File: config.mk
export PLATFORM = sky130hd
export DESIGN_NAME = ad1939_dac_serializer
export DESIGN_NICKNAME = d
export VERILOG_FILES = /design/src/rtl/ad1939_dac_serializer.sv
export SDC_FILE = /design/constraint.sdc
export NUM_CORES = 1
export LEC_CHECK = 0
export ABC_AREA = 0
export BUFFER_PORTS_ARGS = -buffer_cell sky130_fd_sc_hd__buf_4
export CORE_ASPECT_RATIO = 2
export CORE_MARGIN = 2
export CORE_UTILIZATION = 50
export DETAILED_ROUTE_END_ITERATION = 8
export PLACE_DENSITY_LB_ADDON = 0.25
export SETUP_SLACK_MARGIN = 0.05
export SLEW_MARGIN = 10
export SYNTH_ARGS = -nofsm -noshare
export SYNTH_HDL_FRONTEND = slang
export SYNTH_SLANG_ARGS = --single-unit
export TNS_END_PERCENT = 30
File: constraint.sdc
create_clock -name clk -period 3.1 [get_ports clk]
set_input_delay 0.155 -clock clk [delete_from_list [all_inputs] [get_ports clk]]
set_output_delay 0.155 -clock clk [all_outputs]
set_load 0.05 [all_outputs]
File: src/rtl/ad1939_dac_serializer.sv
// AD1939 DAC serial port master: 24-bit L/R stream in, I2S bit clock, LR clock and data out.
// Define AD1939_TX_UNDERRUN_REPEAT_EN to repeat the last pair on underrun; otherwise silence.
module ad1939_dac_serializer #(
   parameter int DATA_WIDTH = 24,
   parameter int SLOT_BITS  = 32,
   parameter int BCLK_DIV   = 4
) (
   input  logic                  clk,
   input  logic                  reset_n,
   input  logic [DATA_WIDTH-1:0] in_data,
   input  logic                  in_channel,
   input  logic                  in_valid,
   output logic                  dsdata,
   output logic                  dbclk,
   output logic                  dlrclk,
   output logic                  frame_tick,
   output logic [15:0]           underrun_count
);

   localparam int FRAME_BITS = 2 * SLOT_BITS;
   localparam int DIV_W      = (BCLK_DIV > 1) ? $clog2(BCLK_DIV) : 1;
   localparam int BIT_W      = $clog2(FRAME_BITS);

   logic [DIV_W-1:0]      div_cnt;
   logic [DIV_W-1:0]      div_nxt;
   logic [BIT_W-1:0]      bit_cnt;
   logic [BIT_W-1:0]      bit_nxt;
   logic [BIT_W-1:0]      slot_bit;
   logic                  div_wrap;
   logic                  frame_start;
   logic                  right_slot;
   logic                  data_nxt;
   logic [DATA_WIDTH-1:0] slot_sample;
   logic [DATA_WIDTH-1:0] pend_left;
   logic [DATA_WIDTH-1:0] pend_right;
   logic [DATA_WIDTH-1:0] active_left;
   logic [DATA_WIDTH-1:0] active_right;
   logic                  pend_left_v;
   logic                  pend_right_v;

   // Outputs are registered from next-state counters so they always match div_cnt/bit_cnt.
   always_comb begin
      div_wrap    = (div_cnt == DIV_W'(BCLK_DIV - 1));
      frame_start = div_wrap && (bit_cnt == BIT_W'(FRAME_BITS - 1));
      div_nxt     = div_wrap ? '0 : div_cnt + DIV_W'(1);
      bit_nxt     = bit_cnt;
      if (div_wrap) begin
         bit_nxt = frame_start ? '0 : bit_cnt + BIT_W'(1);
      end
      right_slot  = (bit_nxt >= BIT_W'(SLOT_BITS));
      slot_bit    = right_slot ? bit_nxt - BIT_W'(SLOT_BITS) : bit_nxt;
      slot_sample = right_slot ? active_right : active_left;
      data_nxt    = 1'b0;
      for (int i = 0; i < DATA_WIDTH; i++) begin
         if (slot_bit == BIT_W'(DATA_WIDTH - i)) begin
            data_nxt = slot_sample[i];
         end
      end
   end

   always_ff @(posedge clk or negedge reset_n) begin
      if (!reset_n) begin
         div_cnt        <= '0;
         bit_cnt        <= '0;
         dbclk          <= 1'b0;
         dlrclk         <= 1'b0;
         dsdata         <= 1'b0;
         frame_tick     <= 1'b0;
         underrun_count <= '0;
         pend_left      <= '0;
         pend_right     <= '0;
         pend_left_v    <= 1'b0;
         pend_right_v   <= 1'b0;
         active_left    <= '0;
         active_right   <= '0;
      end else begin
         div_cnt    <= div_nxt;
         bit_cnt    <= bit_nxt;
         dbclk      <= (div_nxt >= DIV_W'(BCLK_DIV / 2));
         dlrclk     <= right_slot;
         dsdata     <= data_nxt;
         frame_tick <= frame_start;

         if (frame_start) begin
            if (pend_left_v && pend_right_v) begin
               active_left  <= pend_left;
               active_right <= pend_right;
            end else begin
               if (underrun_count != 16'hFFFF) begin
                  underrun_count <= underrun_count + 16'd1;
               end
`ifdef AD1939_TX_UNDERRUN_REPEAT_EN
               active_left  <= active_left;
               active_right <= active_right;
`else
               active_left  <= '0;
               active_right <= '0;
`endif
            end
            pend_left_v  <= 1'b0;
            pend_right_v <= 1'b0;
         end

         // Placed after the transfer so a write on the frame-start edge survives the flag clear.
         if (in_valid) begin
            if (in_channel) begin
               pend_right   <= in_data;
               pend_right_v <= 1'b1;
            end else begin
               pend_left    <= in_data;
               pend_left_v  <= 1'b1;
            end
         end
      end
   end

endmodule

==> summary.md, run 1 <==
| Metric | Value |
|---|---|
| Tcrit/Tclk final | about nine tenths |
| Most common cell in the netlist | dfrtp_1 |
| Yosys warns | 0 |
| Initial antenna violation count | 0 |
| VDD IR max | between 500 and 600 µV |
| Top cells by area, synth | dfrtp_1, mux2_2, nand2_1 |
| Main flop type after synthesis | dfrtp_1 |
| Vias per inst | 5.77 |
| CTS tree | yes |
| Full die area | 12800 µm² |
| Final nets | 679 |
| Root buffer cell | clkbuf_16 |
| Worst hold path type | in2reg |
| H-tree depth | 4 |
| Residual DRC | 0 |
| Cell area power density | roughly 550 nW/µm² |
| Rows | 56 |
| Initial Utilization | about half |
| RSZ-0062 raised after global routing | no |
| Area leader, netlist | dfrtp_1 |
| Setup TNS | 0 ns |
| Final Hold Viols | 0 |
| Pleak | around 3.4 nW |
| Relative slew slack | between 30% and 40% |
| Maxcap violations | 0 |
| Number of synthesized flops with an enable pin | 0 |
| Most common cell on crit path | buf_4 |
| Chip width | roughly 81 µm |
| Initial DRC Count | ~210 |
| Final ANT Viol Nets | 0 |
| Overall routing resource usage | 25.4% |
| Vias in the first global route | between 4000 and 5000 |
| Syn_area_per_cell | about 10 µm² |
| DIE HEIGHT | between 150 and 200 µm |
| Post-synthesis cell type count | between 60 and 70 |
| Worst path buffer plus inverter count | 2 |
| Most frequent cells after synthesis | dfrtp_1, nand2_1, nand3_1 |
| Num CTS Buffers | 17 |
| Final WL | between 10000 and 15000 µm |
| Final GP Congestion | 0.926 |
| Flops & latches, synth | roughly 130 |
| Highest-delay cell along the critical path | and4_1 |
| Number of buffers added on ports | 47 |
| Antenna Cells | 0 |
| IO Count | 48 |
| Final setup fails | 0 |
| Crit path launch type | flop |
| Largest net degree at the start of global routing | 75 |
| Worst-path clk slew | 0.06 ns |
| Fillers | just under 1000 |
| Post-layout minimum cycle time | roughly 2.8 ns |
| Post-synth ARST share | between 90% and 100% |
| Drt first pass iters | 4 |
| Synth Instances | 570 |
| Critical path capture point type | flop |
| Cell class contributing the biggest share of worst-path delay | compound AO/OA/AOI/OAI gates |
| Cell area after layout | around 7300 µm² |
| Syn Nets | roughly 600 |
| Post-DP Area | between 6000 and 7000 µm² |
| Worst-skew pair later-pin latency | between 0.4 and 0.5 ns |
| Fmax | between 300 and 400 MHz |
| Total Power | about 4.0 mW |
| Data arrival, critical path | 3.06 ns |
| Crit-path max FO | 13 |
| Clk_skew | about 0.009 ns |
| Worst slew pin tran | just under 1 ns |
| FF/Latch Area | ~3100 µm² |
| Clock sink count | between 100 and 150 |
| Critical path class | reg2reg |
| Core area | ~12000 µm² |
| DR vias | ~4600 |
| Clock Tree Buf Depth | 2 |
| Crit path largest cell delay | between 0.4 and 0.5 ns |
| Combined area of the multi-input logic cells | ~2600 µm² |
| Required @ worst endpoint | ~3.4 ns |
| Synthesized area | 5920 µm² |
| Synth top area share | between 50% and 60% |
| First-pass GRT wire length | 24500 µm |
| DP Wirelength | 10100 µm |
| Area growth from synthesis to layout | 23.8% |
| Share of cells above drive strength 1 | approximately a quarter |
| Final Max Tran Viols | 0 |
| Crit-path cells | ha_2 -> and4_1 -> nand2_2 -> o21ai_1 -> buf_4 -> mux2_2 -> a21oi_1 -> nand4_1 -> a31oi_1 -> buf_4 -> o211ai_2 |
| Status | complete, no violations |
| Total gr overflow | 0 |
| Register area share after synthesis | about 53% |
| Post-DR wirelength/cell | around 18 µm |
## final timing paths
kind	startpoint	end	slack [ns]	cells past startpoint
min in group asynchronous	reset_n	pend_left[23]	0.42	2
max	div_cnt[0]	dsdata	0.32	11
max reg2reg	div_cnt[0]	dsdata	0.32	11
min reg2reg	div_cnt[0]	div_cnt[0]	0.44	1
max in group asynchronous	reset_n	pend_right[11]	1.76	3
min	in_valid	pend_right_v	0.24	4
## placed cells by master, fill, tap and decap left out, types with 6 or more instances in the layout
cell type and n:
a211oi_1 8, a21oi_1 14, a221oi_1 6, buf_4 73
clkbuf_16 17, dfrtp_1 125, dlygate4sd3_1 25, inv_6 7
mux2_2 52, mux2i_1 12, nand2_1 116, nand3_1 56
nand4_1 8, nor2_1 17, nor3_1 8, o21ai_0 9
o221ai_1 8, xnor2_1 11, xor2_1 7
## cell type report
type                       instances  share of cell area (%)
clock inverter                    14                    2.30
timing repair buffer              98                    10.9
clock buffer                      18                    5.99
inverter                           6                   0.307
sequential                       125                    42.7
multi-input combinational        400                    35.4
tap                              145                    2.47
## metal layers
| metal | vias to the layer above | routed length [µm] | GRT usage [%] |
|---|---|---|---|
| li1 | 2191 | - | - |
| met3 | 22 | 484 | 4.05 |
| met1 | 2324 | 5690 | 29.0 |
| met5 | - | 0 | 0 |
| met4 | 0 | 350 | 10.8 |
| met2 | 111 | 8160 | 45.8 |
## what timing repair did
item	in CTS	in global routing
endpoints found under the hold margin	119	0
setup endpoints to repair	0	3
gates resized for setup	0	1
hold buffers	25	0
setup buffers	0	0
## cells by family (layout without fill, tap and decap cells)
family,after synthesis,after routing,share of synthesized area [%]
flops,125,125,52.8
fa+ha+maj,3,3,0.634
mux,66,66,12.5
xor+xnor,18,18,2.66
simple gates,230,230,17.7
buf+inv,45,136,3.49
compound gates,83,83,10.2
## per-stage QoR
stage / std cells / util (%) / hold slack (ns) / worst slack, ns
3_5_place_dp: 749 / 55.6 / 0.368 / 0.232
4_1_cts: 806 / 63.0 / 0.233 / 0.218
3_3_place_gp: 749 / 55.6 / 0.345 / 0.284
5_1_grt: 806 / 63.0 / 0.266 / 0.121
2_1_floorplan: 570 / - / -0.141 / 0.469
6_report: 806 / 63.0 / 0.237 / 0.324
## registers in the layout (all words and copies together) (netlist names), 6 cells and up
name	count
pend_right	24
active_left	24
bit_cnt	6
pend_left	24
underrun_count	16
active_right	24
## power breakdown
part / switching, mW / leakage [nW] / total (mW) / internal [mW]
logic: 0.0814 / 1.51 / 0.206 / 0.124
clock network: 0.816 / 0.297 / 2.05 / 1.24
registers: 0.0509 / 1.61 / 1.78 / 1.72
total: 0.948 / 3.42 / 4.03 / 3.09
## worst register-to-register path: cells and delay by family, from the launching register on
| family | cells | cell delay [ns] |
|---|---|---|
| multiplexers | 1 | 0.34 |
| buffers and inverters | 2 | 0.32 |
| flip-flops | 1 | 0.36 |
| adder cells (fa/ha/maj) | 1 | 0.32 |
| AO/OA/AOI/OAI | 4 | 0.69 |
| AND/OR/NAND/NOR | 3 | 0.63 |
No activity file was read; power rests on OpenSTA's default activity.
==> run 2, diff against run 1 <==
==> constraint.sdc (replaced) <==
create_clock -name clk -period 3.1 [get_ports clk]
set_input_delay 0.62 -clock clk [delete_from_list [all_inputs] [get_ports clk]]
set_output_delay 0.62 -clock clk [all_outputs]
set_load 0.05 [all_outputs]
==> summary.md, run 2 (synthesis gave the netlist of run 1 again) <==
| Metric | Value |
|---|---|
| Relative slew slack | 59.2% (+24 points) |
| Worst path buffer plus inverter count | 1 (-1) |
| Highest-delay cell along the critical path | dfrtp_1 |
| CTS Hold Bufs | 0 (-100%) |
| WP depth | 9 (-2) |
| Final WS setup | 0.212 ns (-0.112 ns) |
| DP Wirelength | 10100 µm (+0.41%) |
| Overall routing resource usage | 24.7% (-0.64 points) |
| Final ANT Viol Nets | 0 (unchanged) |
| Final Max Tran Viols | 0 (unchanged) |
| Crit-path max FO | 11 (-2) |
| Area growth from synthesis to layout | 20.0% |
| Residual DRC | 0 (unchanged) |
| Sequential Power Share | 43.8% (-0.2 points) |
| Initial DRC Count | 292 (+41%) |
| Share of cells above drive strength 1 | 26.3% (+1.0 points) |
| Flop2flop setup slack | 0.21 ns (-0.11 ns) |
| Worst slack, placed | 0.141 ns (-0.0909 ns) |
| Number of buffers added on ports | 47 (unchanged) |
| Final Hold Viols | 0 (unchanged) |
| Largest net degree at the start of global routing | 63 (-16%) |
| NetSw | 921 µW (-2.8%) |
| Setup TNS | 0 ns (unchanged) |
| Cell class contributing the biggest share of worst-path delay | compound AO/OA/AOI/OAI gates |
| Post-layout minimum cycle time | 2.89 ns (+0.112 ns) |
| Data arrival, critical path | 3.16 ns (+0.10 ns) |
| Cell-internal power | 3.12 mW (+1.2%) |
| Worst hold path type | in2async |
| Final WL | 14400 µm (-2.2%) |
| Critical R2R Launch | bit_cnt[0] |
| Antenna Cells | 0 (unchanged) |
| Core area | 11600 µm² (unchanged) |
| Commonest non-fill, non-tap cell in the layout | dfrtp_1 |
| Post-DR wirelength/cell | 18.4 µm (+1.0%) |
| Clock network power share | 51.7% (+0.8 points) |
| Total gr overflow | 0 (unchanged) |
| Cells after DPL | 748 (-0.13%) |
| Chip width | 81.0 µm (unchanged) |
| Worst slew pin tran | 0.597 ns (-0.378 ns) |
| Combinational share of power | 4.5% (-0.6 points) |
| Crit path to | dsdata |
| Total Power | 4.04 mW (+0.24%) |
| Tcrit/Tclk final | 93.2% (+3.6 points) |
| Critical path class | reg2reg |
| Final nets | 653 (-3.8%) |
| Reg-to-Reg End | dsdata |
| Final GP Congestion | 0.901 (-2.7%) |
| Crit-path cells | and2_1 -> nand2_2 -> o21ai_1 -> buf_4 -> mux2_2 -> nand2_1 -> a21oi_1 -> o31ai_1 -> o211ai_2 |
| Crit path launch type | flop |
| Rows | 56 (unchanged) |
| Pleak | 3.32 nW (-3.1%) |
| Clk_skew | 0.00728 ns (-0.00166 ns) |
| First-pass GRT wire length | 23700 µm (-3.6%) |
| VDD IR max | 477 µV (-19%) |
| RSZ-0062 raised after global routing | yes |
| Switching share of power | 22.8% (-0.72 points) |
| Vias per inst | 5.81 (+0.80%) |
| Most frequent cells in the layout | dfrtp_1, nand2_1, buf_4 |
| Reg2Reg Depth | 9 (-2) |
| Post-CTS Setup Bufs | 0 (unchanged) |
| Full die area | 12800 µm² (unchanged) |
| Post-cts sizing count | 0 (unchanged) |
| Cell area power density | 569 nW/µm² (+3.4%) |
| Required @ worst endpoint | 3.38 ns (about the same) |
| Worst-path clk slew | 0.06 ns (about the same) |
| Num CTS Buffers | 17 (unchanged) |
| DIE HEIGHT | 158 µm (unchanged) |
| H-tree depth | 4 (unchanged) |
| Final setup fails | 0 (unchanged) |
| Post-route insts no fill | 780 (-3.2%) |
| Maxcap violations | 0 (unchanged) |
| Crit path largest cell delay | 0.52 ns (+0.11 ns) |
| Drt first pass iters | 5 (+1) |
| Initial antenna violation count | 0 (unchanged) |
| Worst-skew pair later-pin latency | 0.41 ns (about the same) |
| Fillers | 1009 (+2.6%) |
| Status | complete, no violations |
| Vias in the first global route | 4732 (-2.6%) |
| Critical path capture point type | flop |
| Clock sink count | 125 (unchanged) |
| Initial Utilization | 50.9% (unchanged) |
| IO Count | 48 (unchanged) |
| CP Launch Point | bit_cnt[0] |
| Clock Tree Buf Depth | 2 (unchanged) |
| Root buffer cell | clkbuf_16 |
| CTS tree | yes |
| Fmax | 346 MHz (-3.9%) |
| DR vias | 4534 (-2.5%) |
## run 2: per-layer routing
metal  track usage, %  up-vias  wire, µm
li1                 -     2140         -
met1             27.6     2276      5570
met4             9.20        0       232
met2             45.2      102      8060
met3             5.02       16       504
met5                0        -         0
## run 2: worst min-delay path by stage
stage / cells after the start / to / slack [ns]
2_1_floorplan: 0 / active_left[0] / 0.32
4_1_cts: 1 / pend_left[23] / 0.19
5_1_grt: 1 / pend_right[23] / 0.20
3_3_place_gp: 1 / div_cnt[0] / 0.41
6_report: 1 / pend_left[23] / 0.17
3_5_place_dp: 1 / div_cnt[0] / 0.41
## run 2: area by class of cell
cell class	instances	area [µm²]	area share [%]
Timing Repair Buffer	72	553	7.78
Inverter	6	22.5	0.317
Sequential cell	125	3130	44.0
Tap cell	145	181	2.55
Multi-Input combinational cell	400	2590	36.5
Clock buffer	17	425	5.99
Clock inverter	15	199	2.80
## run 2: power by group through the flow
stage / combinational, mW / clock [mW] / sequential [mW]
global route: 0.202 / 2.20 / 1.78
detailed placement: 0.185 / 0 / 1.80
CTS: 0.186 / 2.12 / 1.77
global placement: 0.175 / 0 / 1.80
floorplan: 0.103 / 0 / 1.79
finish: 0.181 / 2.09 / 1.77
## run 2: metrics by stage
stage / utilization [%] / hold WS [ns] / cell area (µm²)
after floorplan: - / 0.324 / 5920
final: 61.1 / 0.175 / 7100
after global placement: 55.7 / 0.412 / 6470
after CTS: 61.0 / 0.185 / 7100
after global routing: 61.1 / 0.203 / 7100
after detailed placement: 55.7 / 0.414 / 6470
==> run 3, diff against run 2 <==
==> constraint.sdc (replaced) <==
create_clock -name clk -period 3.1 [get_ports clk]
set_input_delay 0.31 -clock clk [delete_from_list [all_inputs] [get_ports clk]]
set_output_delay 0.31 -clock clk [all_outputs]
set_load 0.05 [all_outputs]
==> summary.md, run 3 (synthesis gave the netlist of run 1 again) <==
| Metric | Value |
|---|---|
| Largest net degree at the start of global routing | 69 (+9.5%) |
| Residual DRC | 0 (unchanged) |
| IO Count | 48 (unchanged) |
| Post-layout minimum cycle time | 2.82 ns (-0.0678 ns) |
| Cell area after layout | 7030 µm² (-1.0%) |
| Highest-delay cell along the critical path | and4_1 |
| Vias in the first global route | 4812 (+1.7%) |
| Clock Tree Buf Depth | 2 (unchanged) |
| Worst slew pin tran | 0.854 ns (+0.257 ns) |
| Commonest non-fill, non-tap cell in the layout | dfrtp_1 |
| DR vias | 4566 (+0.71%) |
| Worst-path clk slew | 0.06 ns (about the same) |
| CTS tree | yes |
| Core area | 11600 µm² (unchanged) |
| Crit path largest cell delay | 0.43 ns (-0.09 ns) |
| Setup TNS | 0 ns (unchanged) |
| Final GP Congestion | 0.927 (+2.8%) |
| Final Max Tran Viols | 0 (unchanged) |
| Final setup fails | 0 (unchanged) |
| Tcrit/Tclk final | 91.0% (-2.2 points) |
| Rows | 56 (unchanged) |
| Most frequent cells in the layout | dfrtp_1, nand2_1, buf_4 |
| Status | complete, no violations |
| Chip width | 81.0 µm (unchanged) |
| Reg2Reg Depth | 9 (unchanged) |
| Worst-skew pair later-pin latency | 0.41 ns (about the same) |
| Worst path buffer plus inverter count | 0 (-1) |
| Root buffer cell | clkbuf_16 |
| Cells after DPL | 748 (unchanged) |
| Crit path launch type | flop |
| Full die area | 12800 µm² (unchanged) |
| Relative slew slack | 43.0% (-16 points) |
| Post-DR wirelength/cell | 18.4 µm (about the same) |
| Initial DRC Count | 256 (-12%) |
| RSZ-0062 raised after global routing | no |
| Crit-path cells | ha_2 -> and4_1 -> nand2_1 -> o221ai_1 -> a2111oi_0 -> nor4_1 -> a21oi_1 -> o31ai_1 -> o211ai_2 |
| Flop2flop setup slack | 0.28 ns (+0.07 ns) |
| Final nets | 653 (unchanged) |
| Total gr overflow | 0 (unchanged) |
| VDD IR max | 394 µV (-17%) |
| Maxcap violations | 0 (unchanged) |
| Data arrival, critical path | 3.09 ns (-0.07 ns) |
| H-tree depth | 4 (unchanged) |
| Post-CTS Setup Bufs | 0 (unchanged) |
| Final ANT Viol Nets | 0 (unchanged) |
| Cell class contributing the biggest share of worst-path delay | simple AND/OR/NAND/NOR gates |
| Pleak | 3.27 nW (-1.3%) |
| Initial antenna violation count | 0 (unchanged) |
| Share of cells above drive strength 1 | 25.8% (-0.47 points) |
| Antenna Cells | 0 (unchanged) |
| Crit-path max FO | 13 (+2) |
| Clock sink count | 125 (unchanged) |
| Critical path capture point type | flop |
| Final WL | 14400 µm (about the same) |
| DP Wirelength | 10200 µm (about the same) |
| Cell area power density | 539 nW/µm² (-5.3%) |
| Initial Utilization | 50.9% (unchanged) |
| Post-DP Area | 6470 µm² (unchanged) |
| Final Hold Viols | 0 (unchanged) |
| Drt first pass iters | 5 (unchanged) |
| Post-route insts no fill | 780 (unchanged) |
| Area growth from synthesis to layout | 18.7% |
| Num CTS Buffers | 17 (unchanged) |
| Clk_skew | 0.00740 ns (+0.000119 ns) |
| Vias per inst | 5.85 (+0.71%) |
| DIE HEIGHT | 158 µm (unchanged) |
| First-pass GRT wire length | 24100 µm (+2.0%) |
| Number of buffers added on ports | 47 (unchanged) |
| Fmax | 355 MHz (+2.4%) |
| WP depth | 9 (unchanged) |
| Critical path class | reg2reg |
| Worst hold path type | in2async |
| Overall routing resource usage | 24.8% (+0.086 points) |
| Required @ worst endpoint | 3.37 ns (about the same) |
## run 3: cell types whose count changed in the layout (fill, tap and decap cells not counted)
cell | previous run | this run
ha_2 | 2 | 1
clkinv_2 | 0 | 2
bufinv_16 | 3 | 1
inv_8 | 3 | 0
clkbuf_1 | 0 | 2
inv_6 | 5 | 1
ha_1 | 1 | 2
clkinvlp_4 | 3 | 6
clkinv_4 | 1 | 3
## run 3: metrics by stage
step | util (%) | hold slack [ns] | setup slack (ns) | power [mW]
after floorplan | - | 0.0144 | 0.469 | 1.89
after global placement | 55.7 | 0.416 | 0.275 | 1.97
after detailed placement | 55.7 | 0.422 | 0.224 | 1.99
after CTS | 60.4 | 0.0392 | 0.184 | 3.83
after global routing | 60.4 | 0.0677 | 0.0585 | 3.94
final | 60.4 | 0.00364 | 0.280 | 3.79
## run 3: path summary, 6_finish.rpt
check                                  from             end
worst min register to register   div_cnt[0]      div_cnt[0]
worst min-delay path                reset_n  pend_right[23]
worst max register to register        dbclk          dsdata
worst max-delay path                  dbclk          dsdata
max in group asynchronous           reset_n   pend_left[11]
min in group clk                in_data[22]   pend_left[22]
## run 3: where the power goes
| part | total, mW | switching (mW) | leakage [nW] | internal (mW) |
|---|---|---|---|---|
| registers | 1.77 | 0.0488 | 1.61 | 1.73 |
| logic | 0.182 | 0.0768 | 1.41 | 0.105 |
| clock network | 1.83 | 0.732 | 0.252 | 1.10 |
| total | 3.79 | 0.858 | 3.27 | 2.93 |
## run 3: layout make-up
| type | instances | area (µm²) |
|---|---|---|
| Tap cell | 145 | 181 |
| Fill cell | 1046 | 4600 |
| Clock buffer | 19 | 433 |
| Timing Repair Buffer | 72 | 553 |
| Inverter | 6 | 22.5 |
| Sequential cell | 125 | 3130 |
| Clock inverter | 13 | 120 |
| Multi-Input combinational cell | 400 | 2590 |
## run 3: timing repair
action	CTS	global route
hold endpoints to repair	0	0
hold buffers	0	0
endpoints found under the setup margin	0	3
gates resized for setup	0	1
## run 3: metal layers
layer,GRT usage [%],part of all wire [%]
met1,28.6,38
met2,44.7,56
met3,4.10,3.7
met4,9.93,1.9
met5,0,0
